File: src/rtl/sequence_copier.sv
// ---------------------------------------------------------------------------
// sequence_copier
//
// Read side of the four sequence savers. When the saver named by
// next_copy_from holds a complete sequence, this block reads SEQ_LEN words
// out of it (one-cycle synchronous read) and forwards them one at a time on
// a valid/ready stream. When the last word has been accepted, it pulses that
// saver's copied strobe so the saver can return to RESET.
//
// Ports
//   entry_clock           sole clock, rising edge
//   reset_n               asynchronous active-low reset
//   copy_enable           allows a new job to start (a running job always finishes)
//   next_copy_from[3:0]   one-hot saver to copy next, bits D,C,B,A
//   saved_ready[3:0]      per-saver "complete sequence waiting", bits D,C,B,A
//   A/B/C/D_data          saver read data, valid the cycle after rd_en
//   out_ready             downstream accepts out_data
//   copy_job[3:0]         one-hot saver being copied, 0 when idle
//   rd_en, rd_addr        read strobe and address towards the savers
//   out_data, out_valid,
//   out_last              output stream; out_last marks the final word
//   A/B/C/D_copied        one-cycle end-of-job strobes
//   sel_error             sticky: next_copy_from was not one-hot while a
//                         start was possible
// ---------------------------------------------------------------------------
module sequence_copier #(
    parameter int SEQ_LEN = 16,
    parameter int ADDR_W  = 4,
    parameter int DATA_W  = 16
) (
    input  logic              entry_clock,
    input  logic              reset_n,
    input  logic              copy_enable,
    input  logic [3:0]        next_copy_from,
    input  logic [3:0]        saved_ready,
    input  logic [DATA_W-1:0] A_data,
    input  logic [DATA_W-1:0] B_data,
    input  logic [DATA_W-1:0] C_data,
    input  logic [DATA_W-1:0] D_data,
    input  logic              out_ready,
    output logic [3:0]        copy_job,
    output logic              rd_en,
    output logic [ADDR_W-1:0] rd_addr,
    output logic [DATA_W-1:0] out_data,
    output logic              out_valid,
    output logic              out_last,
    output logic              A_copied,
    output logic              B_copied,
    output logic              C_copied,
    output logic              D_copied,
    output logic              sel_error
);

    localparam logic [ADDR_W-1:0] LAST_ADDR = ADDR_W'(SEQ_LEN - 1);

    typedef enum logic [2:0] {
        S_IDLE,
        S_ISSUE,
        S_WAIT,
        S_HOLD,
        S_DONE
    } state_t;

    state_t            state;
    state_t            state_nxt;
    logic [3:0]        sel;
    logic [ADDR_W-1:0] addr;
    logic              sel_onehot;
    logic              start;
    logic [DATA_W-1:0] sel_data;

    // x & (x-1) clears the lowest set bit; zero result with x != 0 means one-hot.
    assign sel_onehot = (next_copy_from != 4'd0) &&
                        ((next_copy_from & (next_copy_from - 4'd1)) == 4'd0);
    assign start      = copy_enable && sel_onehot &&
                        ((next_copy_from & saved_ready) != 4'd0);

    assign rd_addr = addr;

    always_ff @(posedge entry_clock or negedge reset_n) begin
        if (!reset_n) begin
            state <= S_IDLE;
        end else begin
            state <= state_nxt;
        end
    end

    always_comb begin
        state_nxt = state;
        copy_job  = 4'd0;
        rd_en     = 1'b0;
        A_copied  = 1'b0;
        B_copied  = 1'b0;
        C_copied  = 1'b0;
        D_copied  = 1'b0;
        case (state)
            S_IDLE: begin
                if (start) begin
                    state_nxt = S_ISSUE;
                end
            end
            S_ISSUE: begin
                copy_job  = sel;
                rd_en     = 1'b1;
                state_nxt = S_WAIT;
            end
            S_WAIT: begin
                copy_job  = sel;
                state_nxt = S_HOLD;
            end
            S_HOLD: begin
                copy_job = sel;
                if (out_ready) begin
                    state_nxt = (addr == LAST_ADDR) ? S_DONE : S_ISSUE;
                end
            end
            S_DONE: begin
                copy_job  = sel;
                A_copied  = sel[0];
                B_copied  = sel[1];
                C_copied  = sel[2];
                D_copied  = sel[3];
                state_nxt = S_IDLE;
            end
            default: begin
                state_nxt = S_IDLE;
            end
        endcase
    end

    // Data of the latched saver; sel is one-hot for the whole job.
    always_comb begin
        sel_data = '0;
        case (sel)
            4'b0001: sel_data = A_data;
            4'b0010: sel_data = B_data;
            4'b0100: sel_data = C_data;
            4'b1000: sel_data = D_data;
            default: sel_data = '0;
        endcase
    end

    always_ff @(posedge entry_clock or negedge reset_n) begin
        if (!reset_n) begin
            sel       <= 4'd0;
            addr      <= '0;
            out_data  <= '0;
            out_valid <= 1'b0;
            out_last  <= 1'b0;
            sel_error <= 1'b0;
        end else begin
            // Only a start opportunity with a malformed selection is an error.
            if ((state == S_IDLE) && copy_enable && !sel_onehot) begin
                sel_error <= 1'b1;
            end
            case (state)
                S_IDLE: begin
                    if (start) begin
                        sel  <= next_copy_from;
                        addr <= '0;
                    end
                end
                S_WAIT: begin
                    out_data  <= sel_data;
                    out_valid <= 1'b1;
                    out_last  <= (addr == LAST_ADDR);
                end
                S_HOLD: begin
                    if (out_ready) begin
                        out_valid <= 1'b0;
                        out_last  <= 1'b0;
                        // Address parks at the last word; cleared at the next start.
                        if (addr != LAST_ADDR) begin
                            addr <= addr + 1'b1;
                        end
                    end
                end
                default: begin
                end
            endcase
        end
    end

endmodule

File: config.mk
export PLATFORM = sky130hd
export DESIGN_NAME = sequence_copier
export DESIGN_NICKNAME = d
export VERILOG_FILES = /design/src/rtl/sequence_copier.sv
export SDC_FILE = /design/constraint.sdc
export NUM_CORES = 1
export LEC_CHECK = 0
export CAP_MARGIN = 20
export CORE_UTILIZATION = 25
export CTS_CLUSTER_DIAMETER = 150
export DETAILED_ROUTE_END_ITERATION = 6
export PLACE_DENSITY = 0.6
export SETUP_SLACK_MARGIN = 0.5
export SLEW_MARGIN = 10
export SYNTH_ARGS = -nofsm -noshare
export SYNTH_HDL_FRONTEND = slang
export SYNTH_SLANG_ARGS = --single-unit
File: constraint.sdc
create_clock -name entry_clock -period 1.9 [get_ports entry_clock]
set_input_delay 0.475 -clock entry_clock [delete_from_list [all_inputs] [get_ports entry_clock]]
set_output_delay 0.475 -clock entry_clock [all_outputs]
set_load 0.02 [all_outputs]
==> impl_metrics.csv, run 1 <==
group,metric,value,unit
status,outcome,"finished, final reports clean",
logic_synthesis,yosysSeqAreaShare,41.6,%
logic_synthesis,synthDistinctLibCells,40,
timing,fin_crit,1800,ps
timing,drv_slew,0,
global_route,grt_pass1_vias,2083,
setup_path,crit_family,"flip-flops",
clock_network,cts-buffers-inserted,5,
power,total_leakage_power,1.64,nW
setup_path,path_class,"reg2out",
timing,hold_viol_final,0,
detailed_routing,drtIter0Drc,73,
setup_path,slowest_delay,410,ps
logic_synthesis,syn_avg_cell_area,10.0,sq um
detailed_routing,vias_per_cell,4.78,
floorplan,start_util,26.2,%
clock_network,clockBufferDepth,2,
setup_path,cp_num_buf_inv,1,
clock_network,cts_root_buf,"clkbuf_8",
place,gp_congestion,0.747,
setup_path,worstPathCellList,"nor2_4 -> xnor2_2 -> and2_4 -> buf_6",
detailed_routing,post_drt_wl_per_cell,15.7,um
place,hpwl,4710,um
finish,multiInputGateArea,0.00122,sq mm
clock_network,clock_latency,280,ps
global_route,grt_usage,18.4,%
logic_synthesis,ys_warn_count,0,
finish,fillers,631,
setup_path,rrSetupSlack,160,ps
setup_path,startpoint_type,"register",
setup_path,worstPathArrival,1330,ps
worst_hold_path,min_from,"out_data[10]$_DFFE_PN0P_",
setup_path,worst-path-max-fanout,4,
global_route,grt_max_degree,31,
timing,worstMarginPinSlew,396,ps
detailed_routing,final_antenna_net_count,0,
global_route,grt_pass1_wl,10600,um
timing,finalSetupViolCount,0,
finish,seq_area,753,sq um
setup_path,cp.required,1420,ps
power,power.total,5.23,mW
place,placedInstanceArea,0.00329,sq mm
floorplan,rows,30,
worst_hold_path,min_path_type,"reg2reg",
setup_path,cp-startpoint,"state[0]$_DFFE_PN0P_",
place,io_buffers,107,
clock_network,htree_levels,2,
global_route,globalRouteOverflowTotal,0,
logic_synthesis,syn_inst,180,
detailed_routing,drc_errors,0,
finish,drive_gt1_share,46.7,%
timing,fmax,555,MHz
clock_network,clkSinkCount,30,
finish,syn_to_final_growth,107,%
global_route,antenna_found_initial,0,
detailed_routing,vias,2076,
floorplan,die_area,0.00756,sq mm
setup_path,cp_slowest_cell,"dfrtp_1",
timing,fin_skew,6.01,ps
logic_synthesis,ys_ff_latch,30,
floorplan,coreArea,0.00687,sq mm
detailed_routing,drt_first_pass_iters,4,
run,cap_violations,0,
finish,diodes,0,
timing,rsz0062_at_grt,"true",
detailed_routing,totalWireLength,6810,um
clock_network,cts_tree,"built",
clock_network,clk_pin_slew_worst_paths,60,ps
finish,post-route-cell-area,0.00372,sq mm
setup_path,cp-end-kind,"output port",
timing,slew_headroom,73.6,%
floorplan,ios,108,
floorplan,die_w,86.9,um
power,p_per_area,1400,mW/mm^2
finish,instances_no_fill,434,
logic_synthesis,syn_area,0.00180,sq mm
finish,final_nets,414,
timing,min_period_over_period,94.9,%
power,peakVddDrop,0.571,mV
setup_path,r2r-start,"state[1]$_DFFE_PN0P_",
floorplan,die_h,86.9,um
place,dp_cells,399,
logic_synthesis,synthesis.nets,257,
-- layout make-up --
| type | instances | area share (%) |
|---|---|---|
| Clock inverter | 1 | 0.134 |
| Timing Repair Buffer | 164 | 41.1 |
| Tap cell | 96 | 3.22 |
| Multi-Input combinational cell | 133 | 32.7 |
| Sequential cell | 30 | 20.2 |
| Inverter | 3 | 0.302 |
| Clock buffer | 7 | 2.32 |
-- registers in the layout, indices dropped and copies added, names as in the netlist --
name       count
out_data      16
out_last       1
out_valid      1
rd_addr        4
sel            4
sel_error      1
state          3
-- placed cells by master, fill, tap and decap left out, types with 3 or more instances in the layout --
cell             instances
clkdlybuf4s50_1         70
and2_4                   4
clkbuf_8                 6
nand3_1                  4
dfrtp_1                 28
nand2_1                 22
buf_4                   39
a221oi_2                 7
buf_2                   25
a22o_1                  16
and3_4                   5
buf_6                   23
a221oi_1                 9
o21ai_1                  3
buf_12                   3
nor4b_4                  4
o21ai_2                 14
o21ai_0                  3
mux2_2                   4
-- Yosys cell counts (all sizes together) --
cell | number | area, sq um
ha | 1 | 12.5
or4b | 2 | 23.8
mux2 | 4 | 45.0
inv | 3 | 11.3
nor3 | 3 | 15.0
a21boi | 3 | 22.5
o41ai | 1 | 16.3
nand2 | 23 | 86.3
clkbuf | 7 | 26.3
nand3b | 2 | 15.0
and2 | 4 | 25.0
or3 | 2 | 12.5
mux2i | 1 | 10.0
o21ai | 20 | 100
nor3b | 2 | 15.0
and3b | 1 | 8.76
nand2b | 1 | 6.26
a31oi | 1 | 21.3
dfrtp | 30 | 751
nand4b | 1 | 8.76
xnor2 | 2 | 17.5
o21bai | 2 | 15.0
a22oi | 2 | 15.0
nor4b | 4 | 86.3
buf | 7 | 35.0
and2b | 1 | 7.51
nand4 | 1 | 6.26
a21oi | 1 | 5.00
a22o | 16 | 140
and3 | 6 | 37.5
or3b | 1 | 8.76
a221oi | 16 | 140
o311ai | 1 | 16.3
nand3 | 5 | 25.0
nor2 | 2 | 7.51
or4 | 1 | 7.51
-- worst paths after layout --
path	endpoint	cells past startpoint
max	copy_job[3]	4
min	out_data[10]$_DFFE_PN0P_	2
max reg2reg	rd_addr[0]$_DFFE_PN0P_	6
min reg2reg	out_data[10]$_DFFE_PN0P_	2
max in group asynchronous	sel[0]$_DFFE_PN0P_	2
min in group asynchronous	out_data[14]$_DFFE_PN0P_	2
-- per-layer routing --
layer	global-route usage, %	wire (um)
met4	7.58	133
met5	0	0
met3	2.94	265
met2	29.7	3360
met1	24.6	3050
-- cells by family (layout without fill, tap and decap cells) --
logic type | count (synthesis) | after routing | synth area share, %
buffers and inverters | 17 | 175 | 4.03
AND/OR/NAND/NOR | 62 | 62 | 22.3
multiplexers | 5 | 5 | 3.05
AO/OA/AOI/OAI | 63 | 63 | 27.3
flip-flops | 30 | 30 | 41.6
XOR/XNOR | 2 | 2 | 0.972
adder cells (fa/ha/maj) | 1 | 1 | 0.694
-- stage by stage --
stage / TNS [ps] / worst slack [ps] / utilization [%] / hold WS, ps
6_report: 0 / 97.4 / 54.2 / 467
3_5_place_dp: -4600 / -515 / 47.9 / 474
3_3_place_gp: -4100 / -491 / 47.9 / 464
5_1_grt: 0 / 15.1 / 54.2 / 497
4_1_cts: 0 / 79.8 / 52.3 / 486
2_1_floorplan: 0 / 22.9 / - / 179
-- power by group --
group | switching [mW] | leakage [nW] | internal (mW)
combinational | 1.72 | 1.20 | 1.86
sequential | 0.188 | 0.388 | 0.929
clock | 0.241 | 0.0482 | 0.292
total | 2.15 | 1.64 | 3.08
-- worst register-to-register path: stages, from the launching register on --
cell and delay (ps):
dfrtp_1 410, buf_6 150, and3b_2 220, nor2_1 170
a31oi_4 130, or4_1 490, nand3_1 100
-- repair_timing --
item                                   CTS  global route
cloned                                   3             0
gates resized for setup                178            41
setup buffers                           18             6
setup endpoints to repair               60            44
pin swaps                               22            15
endpoints found under the hold margin    0             0
hold buffers                             0             0
Power figures use the tool's default switching activity.
==> run 2, diff against run 1 <==
- ABC_CLOCK_PERIOD_IN_PS: unset -> 1900
- CORE_UTILIZATION: 25 -> 38
- PLACE_DENSITY: 0.6 -> 0.84
==> impl_metrics.csv, run 2 (synthesis results as in run 1) <==
group,metric,value,unit
status,outcome,"finished with violations",
status,violations,"design-rule violations, negative setup slack",
detailed_routing,vias_per_cell,6.12,
timing,fmax,520,MHz
clock_network,htree_levels,2,
setup_path,path_class,"reg2reg",
global_route,grt_pass1_vias,2437,
place,hpwl,4610,um
finish,final_common_cell,"clkdlybuf4s50_1",
setup_path,worstPathArrival,2120,ps
finish,syn_to_final_growth,121,%
timing,fin_crit,1920,ps
timing,setup-tns-final,-22.8,ps
detailed_routing,drc_errors,12,
clock_network,clock_latency,280,ps
global_route,antenna_found_initial,0,
global_route,grt_max_degree,31,
detailed_routing,final_antenna_net_count,0,
floorplan,die_area,0.00502,sq mm
clock_network,cts_tree,"built",
setup_path,cp.required,2100,ps
floorplan,die_w,70.9,um
clock_network,clkSinkCount,30,
global_route,grt_usage,32.2,%
place,gp_congestion,0.723,
clock_network,hold_buffers,0,
power,peakVddDrop,0.998,mV
floorplan,ios,108,
setup_path,worst-path-max-fanout,5,
worst_hold_path,hold_path_depth,2,
setup_path,reg2reg_depth,9,
timing,drv_slew,0,
detailed_routing,post_drt_wl_per_cell,23.5,um
power,p_per_area,1500,mW/mm^2
clock_network,clk_pin_slew_worst_paths,70,ps
clock_network,clockBufferDepth,2,
floorplan,die_h,70.9,um
run,cap_violations,0,
finish,layout_common_cells,"clkdlybuf4s50_1, buf_4, buf_6",
timing,rsz0062_at_grt,"true",
timing,slew_headroom,72.4,%
timing,fin_skew,3.48,ps
finish,drive_gt1_share,52.3,%
finish,multiInputGateArea,0.00134,sq mm
floorplan,rows,24,
timing,finalSetupViolCount,1,
finish,fillers,177,
detailed_routing,drt_first_pass_iters,7,
finish,regMostFlops,"out_data",
finish,post-route-cell-area,0.00399,sq mm
clock_network,cts-buffers-inserted,5,
floorplan,start_util,40.6,%
timing,setup_ws,-22.8,ps
global_route,globalRouteOverflowTotal,0,
timing,hold_viol_final,0,
detailed_routing,vias,2461,
timing,min_period_over_period,101,%
detailed_routing,totalWireLength,9440,um
global_route,grt_pass1_wl,12300,um
timing,worstMarginPinSlew,414,ps
finish,largest_register_ffs,16,
floorplan,coreArea,0.00444,sq mm
place,io_buffers,107,
setup_path,cp-end-kind,"register",
clock_network,cts_root_buf,"clkbuf_8",
finish,diodes,0,
place,placedInstanceArea,0.00325,sq mm
finish,final_nets,426,
worst_hold_path,min_path_type,"in2reg",
finish,seq_area,752,sq um
detailed_routing,drtIter0Drc,183,
power,total_leakage_power,1.77,nW
setup_path,startpoint_type,"register",
run 2: changes by cell type in the layout (fill, tap and decap cells not counted), moves of 4 or more:
| cell | delta |
|---|---|
| a221oi_2 | +7 |
| buf_12 | +5 |
| mux2_4 | +4 |
| a221oi_1 | -8 |
| buf_6 | +8 |
| mux2_2 | -4 |
run 2: final timing paths:
| check | from | end | slack, ps |
|---|---|---|---|
| hold reg to reg | out_data[14]$_DFFE_PN0P_ | out_data[14]$_DFFE_PN0P_ | 490 |
| max in group asynchronous | reset_n | state[2]$_DFFE_PN0P_ | 980 |
| hold / removal | next_copy_from[1] | sel[1]$_DFFE_PN0P_ | 480 |
| setup / recovery | state[0]$_DFFE_PN0P_ | rd_addr[2]$_DFFE_PN0P_ | -20 |
| min in group asynchronous | reset_n | sel[3]$_DFFE_PN0P_ | 600 |
| setup reg to reg | state[0]$_DFFE_PN0P_ | rd_addr[2]$_DFFE_PN0P_ | -20 |
run 2: worst max-delay path, cell delays in order, from the launching register on:
cell      delay [ps]
dfrtp_1          440
nor2_4           250
buf_4            160
buf_6             90
nor3_2            40
buf_4            140
a31oi_4          210
buf_6            140
o21ai_0          150
a21boi_1         210
run 2: power by group:
group	leakage (nW)	switching [mW]	total (mW)	internal, mW
logic	1.34	2.11	4.29	2.18
registers	0.389	0.238	1.16	0.926
clock network	0.0482	0.253	0.545	0.292
run 2: what timing repair did:
| item | in CTS | in global routing |
|---|---|---|
| endpoints found under the setup margin | 60 | 51 |
| setup buffers | 21 | 16 |
| resized for setup | 195 | 59 |
| cloned | 4 | 0 |
| pin swaps | 31 | 30 |
run 2: routing by layer:
metal  routed length [um]  vias up  share of wire, %  track usage (%)
met4                  459        0               4.9             13.6
li1                     -     1040                 -                -
met3                  519       43               5.5             6.55
met1                 3540     1224                38             36.7
met5                    0        -                 0                0
met2                 4920      154                52             58.7
run 2: metrics by stage:
step / power [mW] / std cells / util, % / hold slack, ps / setup slack, ps
floorplan: 2.85 / 180 / - / 179 / 22.9
global placement: 3.96 / 353 / 73.1 / 464 / -482
detailed placement: 4.04 / 353 / 73.1 / 469 / -530
CTS: 5.20 / 386 / 84.1 / 478 / 13.4
global route: 6.21 / 402 / 89.8 / 481 / -92.1
finish: 6.00 / 402 / 89.8 / 481 / -22.8
run 2: cell type report:
cell class | instances | area share, %
clock buffers | 7 | 2.16
clock inverters | 1 | 0.125
inverters | 3 | 0.282
multi-input cells | 133 | 33.6
flip-flops and latches | 30 | 18.8
well taps | 52 | 1.63
repair buffers | 176 | 43.3
==> run 3, diff against run 2 <==
- TNS_END_PERCENT: unset -> 20
==> impl_metrics.csv, run 3 (synthesis results as in run 1) <==
group,metric,value,unit
timing,hold_viol_final,0,
timing,fin_crit,1830,ps
status,outcome,"finished with violations",
timing,setup_ws,70.9,ps
worst_hold_path,min_path_type,"in2reg",
clock_network,cts_root_buf,"clkbuf_8",
setup_path,cp-end-kind,"output port",
clock_network,hold_buffers,0,
timing,rsz0062_at_grt,"true",
finish,final_nets,411,
place,hpwl,4680,um
finish,largest_register_ffs,16,
detailed_routing,drtIter0Drc,181,
detailed_routing,wl_met1,3140,um
timing,slew_headroom,72.0,%
timing,fin_skew,7.94,ps
clock_network,cts-buffers-inserted,5,
place,gp_congestion,0.788,
floorplan,start_util,40.6,%
timing,fmax,547,MHz
clock_network,clk_pin_slew_worst_paths,60,ps
place,pre_cts_ws,-558,ps
setup_path,slowest_delay,430,ps
finish,regMostFlops,"out_data",
finish,drive_gt1_share,36.4,%
global_route,grt_usage,27.8,%
timing,worstMarginPinSlew,418,ps
power,total_leakage_power,1.56,nW
clock_network,clkSinkCount,30,
detailed_routing,post_drt_wl_per_cell,21.3,um
detailed_routing,vias_per_cell,5.96,
timing,min_period_over_period,96.3,%
timing,finalSetupViolCount,0,
global_route,grt_pass1_vias,2123,
finish,fillers,234,
clock_network,clock_latency,290,ps
global_route,antenna_found_initial,0,
timing,drv_slew,0,
detailed_routing,final_antenna_net_count,0,
finish,layout_common_cells,"clkdlybuf4s50_1, buf_4, dfrtp_1",
detailed_routing,totalWireLength,8240,um
finish,final_common_cell,"clkdlybuf4s50_1",
detailed_routing,drt_first_pass_iters,7,
finish,final_core_util,82.1,%
setup_path,startpoint_type,"register",
setup_path,worstPathArrival,1350,ps
finish,syn_to_final_growth,102,%
setup_path,cp_slowest_cell,"dfrtp_1",
detailed_routing,drc_errors,2,
status,violations,"design-rule violations",
detailed_routing,vias,2307,
detailed_routing,wl_met3,446,um
clock_network,clockBufferDepth,2,
clock_network,htree_levels,2,
setup_path,worst-path-max-fanout,4,
floorplan,coreArea,0.00444,sq mm
setup_path,cp.required,1420,ps
floorplan,ios,108,
power,p_per_area,1480,mW/mm^2
finish,diodes,0,
floorplan,rows,24,
detailed_routing,wl_met2,4310,um
run,cap_violations,0,
setup_path,worstPathCellList,"nor2_4 -> xnor2_2 -> and2_1 -> buf_6",
global_route,grt_pass1_wl,10600,um
detailed_routing,top_layer,"met4",
setup_path,path_class,"reg2out",
global_route,grt_max_degree,31,
clock_network,cts_tree,"built",
place,io_buffers,107,
power,peakVddDrop,1.05,mV
global_route,globalRouteOverflowTotal,0,
floorplan,die_area,0.00502,sq mm
floorplan,die_w,70.9,um
floorplan,die_h,70.9,um
## run 3: cell types whose count changed in the layout (fill, tap and decap cells not counted), sizes merged
cell and delta:
clkdlybuf4s50 +20, clkbuf -2, bufinv +2, buf -37, clkinv -1, dlygate4sd2 +3
## run 3: power by group
group          leakage [nW]  switching [mW]  total [mW]  internal, mW
Sequential            0.384           0.291        1.23         0.935
Combinational          1.10            1.64        3.35          1.71
Clock                0.0714           0.257       0.817         0.559
## run 3: cell type report
class,instances,area (sq um),share of cell area (%)
Multi-Input combinational cell,133,1150,31.6
Timing Repair Buffer,161,1520,41.6
Clock buffer,6,82.6,2.26
Sequential cell,30,757,20.7
Clock inverter,2,60.1,1.65
Tap cell,52,65.1,1.78
Inverter,3,11.3,0.309
## run 3: worst paths after layout
check	from	end	slack (ps)	cells after the start
max	state[0]$_DFFE_PN0P_	copy_job[0]	70	4
min in group asynchronous	reset_n	out_data[12]$_DFFE_PN0P_	570	2
min	next_copy_from[2]	sel[2]$_DFFE_PN0P_	440	2
min reg2reg	sel_error$_DFFE_PN0P_	sel_error$_DFFE_PN0P_	480	1
max in group asynchronous	reset_n	sel[2]$_DFFE_PN0P_	1000	2
max reg2reg	sel[1]$_DFFE_PN0P_	out_data[13]$_DFFE_PN0P_	100	6
## run 3: repair_timing
item / in CTS / in global routing
hold endpoints to repair: 0 / 0
endpoints found under the setup margin: 59 / 61
pin swaps: 14 / 17
setup buffers: 4 / 20
cloned: 1 / 4
gates resized for setup: 90 / 54
## run 3: worst max-delay path, delay by kind of cell (launching register included)
kind                   cells  cell delay, ps
buffers and inverters      1             130
flip-flops                 1             430
XOR/XNOR                   1             150
AND/OR/NAND/NOR            2             360
## run 3: layer usage
metal	vias up	global-route usage, %
met3	30	4.99
met1	1144	32.8
met2	127	48.3
li1	1006	-
met4	0	14.4
met5	-	0
## run 3: stage by stage
stage               TNS (ps)  hold WS, ps  area [sq um]  power, mW  cells
finish                     0          435          3650       5.39    387
floorplan                  0          179          1820       2.56    180
detailed placement     -5360          464          3080       3.73    350
global route               0          441          3650       5.63    387
global placement       -8170          464          3070       3.65    349
CTS                        0          427          3320       4.66    363
